$ cat config.mk
export PLATFORM = sky130hd
export DESIGN_NAME = conv_cfg_loader_flat
export DESIGN_NICKNAME = d
export VERILOG_FILES = /design/src/rtl/conv_cfg_loader_pkg.sv /design/src/rtl/conv_cfg_loader_if.sv /design/src/rtl/conv_cfg_addr_gen.sv /design/src/rtl/conv_cfg_loader.sv /design/src/flat_wrapper.sv
export SDC_FILE = /design/constraint.sdc
export NUM_CORES = 1
export LEC_CHECK = 0
export ABC_AREA = 1
export ABC_CLOCK_PERIOD_IN_PS = 5400
export CORE_MARGIN = 4
export CORE_UTILIZATION = 56
export CTS_BUF_LIST = sky130_fd_sc_hd__clkbuf_8
export CTS_CLUSTER_SIZE = 10
export DETAILED_ROUTE_END_ITERATION = 7
export PLACE_DENSITY = 0.89
export SLEW_MARGIN = 20
export SYNTH_ARGS = -nofsm -noshare
export SYNTH_HDL_FRONTEND = slang
export SYNTH_SLANG_ARGS = --single-unit
$ cat constraint.sdc
create_clock -name clk -period 5.4 [get_ports clk]
set_input_delay 1.35 -clock clk [delete_from_list [all_inputs] [get_ports clk]]
set_output_delay 1.35 -clock clk [all_outputs]
set_load 0.03 [all_outputs]
$ cat src/rtl/conv_cfg_loader_pkg.sv
// Shared constants, state encoding and width helpers for the convolution
// configuration loader.
package conv_cfg_pkg;

  function automatic int cnt_bits(input int n);
    return (n > 1) ? $clog2(n) : 1;
  endfunction

  localparam int DEF_DATA_WIDTH        = 32;
  localparam int DEF_ADDRESS_BITS      = 15;
  localparam int DEF_KERNAL_SIZE       = 5;
  localparam int DEF_IFM_DEPTH         = 3;
  localparam int DEF_NUMBER_OF_FILTERS = 6;
  localparam int DEF_NUMBER_OF_UNITS   = 3;

  localparam int WPF         = DEF_KERNAL_SIZE * DEF_KERNAL_SIZE * DEF_IFM_DEPTH;
  localparam int SLOTS       = DEF_NUMBER_OF_FILTERS / DEF_NUMBER_OF_UNITS;
  localparam int TOTAL_BEATS = DEF_NUMBER_OF_FILTERS * (WPF + 1);

  localparam int WORD_BITS = cnt_bits(WPF);
  localparam int UNIT_BITS = cnt_bits(DEF_NUMBER_OF_UNITS);
  localparam int SLOT_BITS = cnt_bits(SLOTS);

  localparam logic [1:0] S_IDLE   = 2'd0;
  localparam logic [1:0] S_LOAD_W = 2'd1;
  localparam logic [1:0] S_LOAD_B = 2'd2;
  localparam logic [1:0] S_READY  = 2'd3;

endpackage

$ cat src/rtl/conv_cfg_loader_if.sv
// Config word stream in, weight/bias memory write port out.
interface conv_cfg_loader_if #(
  parameter int DATA_WIDTH   = 32,
  parameter int ADDRESS_BITS = 15,
  parameter int NU           = 3
);
  logic                    cfg_valid;
  logic [DATA_WIDTH-1:0]   cfg_data;
  logic                    cfg_ready;
  logic [DATA_WIDTH-1:0]   riscv_data;
  logic [ADDRESS_BITS-1:0] riscv_address;
  logic [NU-1:0]           wm_enable_write;
  logic [NU-1:0]           bm_enable_write;

  modport master (
    output cfg_valid, cfg_data,
    input  cfg_ready, riscv_data, riscv_address, wm_enable_write, bm_enable_write
  );

  modport slave (
    input  cfg_valid, cfg_data,
    output cfg_ready, riscv_data, riscv_address, wm_enable_write, bm_enable_write
  );
endinterface

$ cat src/rtl/conv_cfg_addr_gen.sv
// Word/unit/slot counters that map the incoming beat to a unit and a local
// memory address; the slot base advances by WPF so no multiplier is needed.
module conv_cfg_addr_gen
  import conv_cfg_pkg::*;
#(
  parameter int WPF_P        = WPF,
  parameter int NU_P         = DEF_NUMBER_OF_UNITS,
  parameter int SLOTS_P      = SLOTS,
  parameter int ADDRESS_BITS = DEF_ADDRESS_BITS,
  parameter int UNIT_BITS_P  = cnt_bits(NU_P)
) (
  input  logic                    clk,
  input  logic                    reset,
  input  logic                    i_clr,
  input  logic                    i_en,
  input  logic                    i_bias,
  output logic [UNIT_BITS_P-1:0]  o_unit,
  output logic [ADDRESS_BITS-1:0] o_addr,
  output logic                    o_last_w,
  output logic                    o_last_b
);
  localparam int WB = cnt_bits(WPF_P);
  localparam int SB = cnt_bits(SLOTS_P);

  logic [WB-1:0]           r_word;
  logic [UNIT_BITS_P-1:0]  r_unit;
  logic [SB-1:0]           r_slot;
  logic [ADDRESS_BITS-1:0] r_base;
  logic                    w_word_last, w_unit_last, w_slot_last;

  assign w_word_last = (r_word == WB'(WPF_P - 1));
  assign w_unit_last = (r_unit == UNIT_BITS_P'(NU_P - 1));
  assign w_slot_last = (r_slot == SB'(SLOTS_P - 1));

  always_ff @(posedge clk or negedge reset) begin
    if (!reset) begin
      r_word <= '0;
      r_unit <= '0;
      r_slot <= '0;
      r_base <= '0;
    end else if (i_clr) begin
      r_word <= '0;
      r_unit <= '0;
      r_slot <= '0;
      r_base <= '0;
    end else if (i_en) begin
      // Bias beats step the unit every beat; weight beats only on word wrap.
      if (i_bias || w_word_last) begin
        r_word <= '0;
        if (w_unit_last) begin
          r_unit <= '0;
          if (w_slot_last) begin
            r_slot <= '0;
            r_base <= '0;
          end else begin
            r_slot <= r_slot + 1'b1;
            r_base <= r_base + ADDRESS_BITS'(WPF_P);
          end
        end else begin
          r_unit <= r_unit + 1'b1;
        end
      end else begin
        r_word <= r_word + 1'b1;
      end
    end
  end

  assign o_unit   = r_unit;
  assign o_addr   = i_bias ? ADDRESS_BITS'(r_slot) : r_base + ADDRESS_BITS'(r_word);
  assign o_last_w = w_word_last & w_unit_last & w_slot_last;
  assign o_last_b = w_unit_last & w_slot_last;
endmodule

$ cat src/rtl/conv_cfg_loader.sv
// Loads conv weights then biases from a valid/ready stream into per-unit
// WM/BM memories and flags conv_ready until the layer completes.
module conv_cfg_loader
  import conv_cfg_pkg::*;
#(
  parameter int DATA_WIDTH        = DEF_DATA_WIDTH,
  parameter int ADDRESS_BITS      = DEF_ADDRESS_BITS,
  parameter int KERNAL_SIZE       = DEF_KERNAL_SIZE,
  parameter int IFM_DEPTH         = DEF_IFM_DEPTH,
  parameter int NUMBER_OF_FILTERS = DEF_NUMBER_OF_FILTERS,
  parameter int NUMBER_OF_UNITS   = DEF_NUMBER_OF_UNITS
) (
  input  logic                     clk,
  input  logic                     reset,
  input  logic                     cfg_start,
  input  logic                     layer_end,
  conv_cfg_loader_if.slave         bus,
  output logic                     conv_ready,
  output logic                     busy
);
  localparam int NU      = NUMBER_OF_UNITS;
  localparam int WPF_L   = KERNAL_SIZE * KERNAL_SIZE * IFM_DEPTH;
  localparam int SLOTS_L = NUMBER_OF_FILTERS / NUMBER_OF_UNITS;
  localparam int UB      = cnt_bits(NU);

  logic [1:0]              r_state;
  logic                    w_load, w_bias, w_hs, w_clr, w_last_w, w_last_b;
  logic [UB-1:0]           w_unit;
  logic [ADDRESS_BITS-1:0] w_addr;
  logic [NU-1:0]           w_onehot;
  logic [DATA_WIDTH-1:0]   r_data;
  logic [ADDRESS_BITS-1:0] r_addr;
  logic [NU-1:0]           r_wm, r_bm;
  logic                    r_done, r_conv_ready;

  assign w_load   = (r_state == S_LOAD_W) || (r_state == S_LOAD_B);
  assign w_bias   = (r_state == S_LOAD_B);
  assign w_hs     = bus.cfg_valid && w_load;
  assign w_clr    = cfg_start && ((r_state == S_IDLE) || (r_state == S_READY));
  assign w_onehot = NU'(1) << w_unit;

  conv_cfg_addr_gen #(
    .WPF_P        (WPF_L),
    .NU_P         (NU),
    .SLOTS_P      (SLOTS_L),
    .ADDRESS_BITS (ADDRESS_BITS),
    .UNIT_BITS_P  (UB)
  ) u_addr_gen (
    .clk      (clk),
    .reset    (reset),
    .i_clr    (w_clr),
    .i_en     (w_hs),
    .i_bias   (w_bias),
    .o_unit   (w_unit),
    .o_addr   (w_addr),
    .o_last_w (w_last_w),
    .o_last_b (w_last_b)
  );

  always_ff @(posedge clk or negedge reset) begin
    if (!reset) begin
      r_state <= S_IDLE;
    end else begin
      case (r_state)
        S_IDLE:   if (cfg_start) r_state <= S_LOAD_W;
        S_LOAD_W: if (w_hs && w_last_w) r_state <= S_LOAD_B;
        S_LOAD_B: if (w_hs && w_last_b) r_state <= S_READY;
        S_READY: begin
          if (cfg_start)      r_state <= S_LOAD_W;
          else if (layer_end) r_state <= S_IDLE;
        end
        default:  r_state <= S_IDLE;
      endcase
    end
  end

  always_ff @(posedge clk or negedge reset) begin
    if (!reset) begin
      r_data       <= '0;
      r_addr       <= '0;
      r_wm         <= '0;
      r_bm         <= '0;
      r_done       <= 1'b0;
      r_conv_ready <= 1'b0;
    end else begin
      r_wm   <= '0;
      r_bm   <= '0;
      r_done <= w_hs && w_bias && w_last_b;
      if (w_hs) begin
        r_data <= bus.cfg_data;
        r_addr <= w_addr;
        if (w_bias) r_bm <= w_onehot;
        else        r_wm <= w_onehot;
      end
      // r_done trails the final bias strobe so conv_ready lands one cycle later.
      if ((r_state == S_READY) && (cfg_start || layer_end)) r_conv_ready <= 1'b0;
      else if (r_done)                                       r_conv_ready <= 1'b1;
    end
  end

  assign bus.cfg_ready       = w_load;
  assign bus.riscv_data      = r_data;
  assign bus.riscv_address   = r_addr;
  assign bus.wm_enable_write = r_wm;
  assign bus.bm_enable_write = r_bm;
  assign busy                = w_load;
  assign conv_ready          = r_conv_ready;
endmodule

$ cat src/flat_wrapper.sv
// flat-port wrapper written by rule: the top's interface ports become plain ports
module conv_cfg_loader_flat import conv_cfg_pkg::*;
#(
  parameter int DATA_WIDTH        = DEF_DATA_WIDTH,
  parameter int ADDRESS_BITS      = DEF_ADDRESS_BITS,
  parameter int KERNAL_SIZE       = DEF_KERNAL_SIZE,
  parameter int IFM_DEPTH         = DEF_IFM_DEPTH,
  parameter int NUMBER_OF_FILTERS = DEF_NUMBER_OF_FILTERS,
  parameter int NUMBER_OF_UNITS   = DEF_NUMBER_OF_UNITS
)
  (clk, reset, cfg_start, layer_end, conv_ready, busy, bus_cfg_valid, bus_cfg_data, bus_cfg_ready, bus_riscv_data, bus_riscv_address, bus_wm_enable_write, bus_bm_enable_write);
  conv_cfg_loader_if #(.DATA_WIDTH(DATA_WIDTH), .ADDRESS_BITS(ADDRESS_BITS), .NU((3))) bus_i ();
  input  logic clk;
  input  logic reset;
  input  logic cfg_start;
  input  logic layer_end;
  output logic conv_ready;
  output logic busy;
  input wire logic [$bits(bus_i.cfg_valid)-1:0] bus_cfg_valid;
  input wire logic [$bits(bus_i.cfg_data)-1:0] bus_cfg_data;
  output wire logic [$bits(bus_i.cfg_ready)-1:0] bus_cfg_ready;
  output wire logic [$bits(bus_i.riscv_data)-1:0] bus_riscv_data;
  output wire logic [$bits(bus_i.riscv_address)-1:0] bus_riscv_address;
  output wire logic [$bits(bus_i.wm_enable_write)-1:0] bus_wm_enable_write;
  output wire logic [$bits(bus_i.bm_enable_write)-1:0] bus_bm_enable_write;
  assign bus_i.cfg_valid = bus_cfg_valid;
  assign bus_i.cfg_data = bus_cfg_data;
  assign bus_cfg_ready = bus_i.cfg_ready;
  assign bus_riscv_data = bus_i.riscv_data;
  assign bus_riscv_address = bus_i.riscv_address;
  assign bus_wm_enable_write = bus_i.wm_enable_write;
  assign bus_bm_enable_write = bus_i.bm_enable_write;
  conv_cfg_loader #(.DATA_WIDTH(DATA_WIDTH), .ADDRESS_BITS(ADDRESS_BITS), .KERNAL_SIZE(KERNAL_SIZE), .IFM_DEPTH(IFM_DEPTH), .NUMBER_OF_FILTERS(NUMBER_OF_FILTERS), .NUMBER_OF_UNITS(NUMBER_OF_UNITS)) u_core (.clk(clk), .reset(reset), .cfg_start(cfg_start), .layer_end(layer_end), .bus(bus_i), .conv_ready(conv_ready), .busy(busy));
endmodule
==> run summary <==
Status - finished, final reports clean
Most frequent cells in the layout - nand2_1, clkdlybuf4s50_1, dfrtp_1, inv_1, nand3_1
Power per Cell Area - 497.0 nW/µm²
Clk root buf - clkbuf_8
Critical Path RT - 5.64 ns
FF-to-FF End - u_core.u_addr_gen.r_base[11]
Syn Nets - 578
Ant. Diodes - 0
IO Pins - 93
FF-to-FF setup slack - 2.37 ns
H-Tree Depth - 3
Max-capacitance violation count - 0
Placed cells - 705
Worst Hold Path Cells - 2
Worst reg2reg startpoint - u_core.r_state[1]
Gr usage total - 0.2527
Crit-path max cell delay - 0.79 ns
TritonCTS clock tree - built
Setup Skew - 0.01646 ns
Min-delay src - u_core.bus.riscv_address[11]
Die width - 94.37 µm
Initial antenna violation count - 0
WP data arrival - 3.82 ns
Clk_lat worst skew - 0.37 ns
Design Area, Final - 5371 µm²
Fin crit share - 0.6628
CP Class - in -> reg
Placed cell areas - 5169 µm²
CP Capture Type - flip-flop
Setup violators final - 0
Hold_buf cts - 0
Fin cells - 721
Most common cell after layout, fill and taps aside - nand2_1
Nets@finish - 670
Setup WS pre-CTS - 1.449 ns
Global-route wire length before repair - 17720 µm
Library cells used by synthesis - 41
Die area - 8906 µm²
Startpoint types - primary input
Final count of hold timing violations - 0
Via count - 3872
Slew @ Worst Pin - 0.9452 ns
Slew margin rel. - 0.3677
WHS Endpoint - u_core.bus.riscv_address[11]
Syn_area_per_cell - 7.958 µm²
Global placement routability congestion - 0.9461
Worst Slack Setup Final - 1.821 ns
Post-synthesis sequential area ratio - 0.4912
Number of port buffers - 92
CTS max path bufs - 2
Total clock sinks - 82
Gate Count Post-Synth - 525
Cts repair resizes - 0
Post-synthesis register bit count - 82
Worst VDD drop - 330.0 µV
First-pass DRT Iterations - 6
Worst reg-to-reg path cell count - 7
Worst path bufs/invs - 2
Crit path time final - 3.579 ns
FP Rows - 31
Max-slew violation count - 0
Post-DRT Antenna Nets - 0
Via-to-Cell Ratio - 5.370
Initial Util - 0.5760
P_leak - 0.002674 µW
Share of layout cells above drive strength 1 - 0.05305
GRT overflow - 0
Die height - 94.37 µm
Tightest Hold Check Type - reg -> reg
Number of global-route vias before repair - 3850
Yosys warns - 0
Setup TNS - 0 ns
Slowest cell on crit path - inv_2
DR iter-0 viols - 256
Num CTS Buffers - 9
Area delta synth->final - 28.57%
RSZ-0062 raised after global routing - no
DP HPWL - 7454 µm
Clk slew on worst S/H paths - 0.10 ns
Mapped cell area - 4178 µm²
DRC - 0
Post CTS Setup Buffer Count - 0
Largest delay share family, worst path - buffers and inverters
Drt wl/cell - 14.68 µm
Core Footprint - 7253 µm²
Drt total wl - 10580 µm
Max Clk Rate - 279.4 MHz
Worst hold slack - 0.4882 ns
Worst-path fanout max - 51
Pin count of the biggest net entering global routing - 83
Crit-path cells - clkdlybuf4s50_1, nand2_2, inv_2, nand3_4, nand2_1, o21ai_0
per-layer routing:
layer  track usage  wire length (µm)  vias to the layer above  part of all wire
met5             0                 0                        -                 0
met2        0.4397              5483                      157              0.52
met1        0.3081              4157                     1842              0.39
met4        0.1264               297                        0             0.028
li1              -                 -                     1844                 -
met3       0.03426               643                       29             0.061
worst max path at each step:
stage | to | cells after the start | from | slack [ns]
2_1_floorplan | busy | 3 | u_core.r_state[1] | 2.88
3_3_place_gp | u_core.u_addr_gen.r_base[12] | 6 | bus_cfg_valid | 1.54
3_5_place_dp | u_core.u_addr_gen.r_base[11] | 6 | bus_cfg_valid | 1.45
4_1_cts | u_core.u_addr_gen.r_base[11] | 6 | bus_cfg_valid | 1.82
5_1_grt | u_core.u_addr_gen.r_base[3] | 6 | bus_cfg_valid | 1.66
6_report | u_core.u_addr_gen.r_base[11] | 6 | bus_cfg_valid | 1.82
worst min-delay path, stage by stage (launching register included):
cell and delay, ns:
dfrtp_1 0.36, nand2_1 0.05, nand2_1 0.05
layout make-up:
class                      count  area, µm²
multi-input combinational    382       1883
clock buffer                   9      123.9
clock inverter                 7      75.07
timing repair buffer          93      929.6
fill                         515       1882
tap                           99      123.9
sequential                    82       2052
inverter                      49      183.9
cell families after synthesis:
kind of cell             count (synthesis)  synth area share
XOR/XNOR                                 9           0.01887
buffers and inverters                   61           0.05810
AO/OA/AOI/OAI                           52           0.07098
AND/OR/NAND/NOR                        305            0.3112
flip-flops                              82            0.4912
adder cells (fa/ha/maj)                 16           0.04972
flip-flops by register name, summed over array words and instances, names as in the netlist:
register,cells
u_core.u_addr_gen.r_base,15
u_core.r_state,2
u_core.conv_ready,1
u_core.u_addr_gen.r_slot,1
u_core.u_addr_gen.o_unit,2
u_core.bus.wm_enable_write,3
u_core.u_addr_gen.r_word,7
u_core.bus.riscv_data,32
u_core.r_done,1
u_core.bus.riscv_address,15
u_core.bus.bm_enable_write,3
through the flow:
step | power (µW) | util
floorplan | 1726 | -
global placement | 2172 | 0.7126
detailed placement | 2217 | 0.7126
CTS | 2678 | 0.7400
global route | 2840 | 0.7406
finish | 2669 | 0.7406
power breakdown:
part,internal (µW),switching [µW]
registers,788,122
clock network,217,241
logic,466,835
total,1470,1200
synthesized netlist by cell type:
cell type  number  area [µm²]
a31oi_1         1       6.260
a21oi_2         1       8.760
or2_1           2       12.51
nand2_2         3       18.77
a32o_1          1       10.01
nor2_4          2       22.52
nor2_2          1       6.260
nand3_2         1       10.01
nand4_1         4       25.02
dfrtp_1        82        2052
o21bai_1        1       7.510
o21ai_1         8       40.04
nand3_1        38       190.2
buf_4           3       22.52
xor2_1          8       70.07
nor3_2          1       10.01
nand3b_1        1       7.510
o21ai_0        19       95.09
a21oi_1         8       40.04
o21a_1          2       15.01
fa_1            1       20.02
or2_2           1       6.260
nand2_4         1       11.26
nor3_1          2       10.01
buf_2           2       10.01
a22o_1          1       8.760
clkbuf_1        4       15.01
nor2_1         36       135.1
nand3_4         1       17.52
a211oi_1        1       7.510
xnor2_1         1       8.760
ha_1           15       187.7
a21o_1          1       7.510
o22ai_1         8       50.05
buf_1           3       11.26
and3_1          1       6.260
nand2_1       207       777.0
inv_2           3       11.26
nand4_4         1       21.27
inv_1          46       172.7
and2_1          2       12.51
Power figures use the tool's default switching activity.
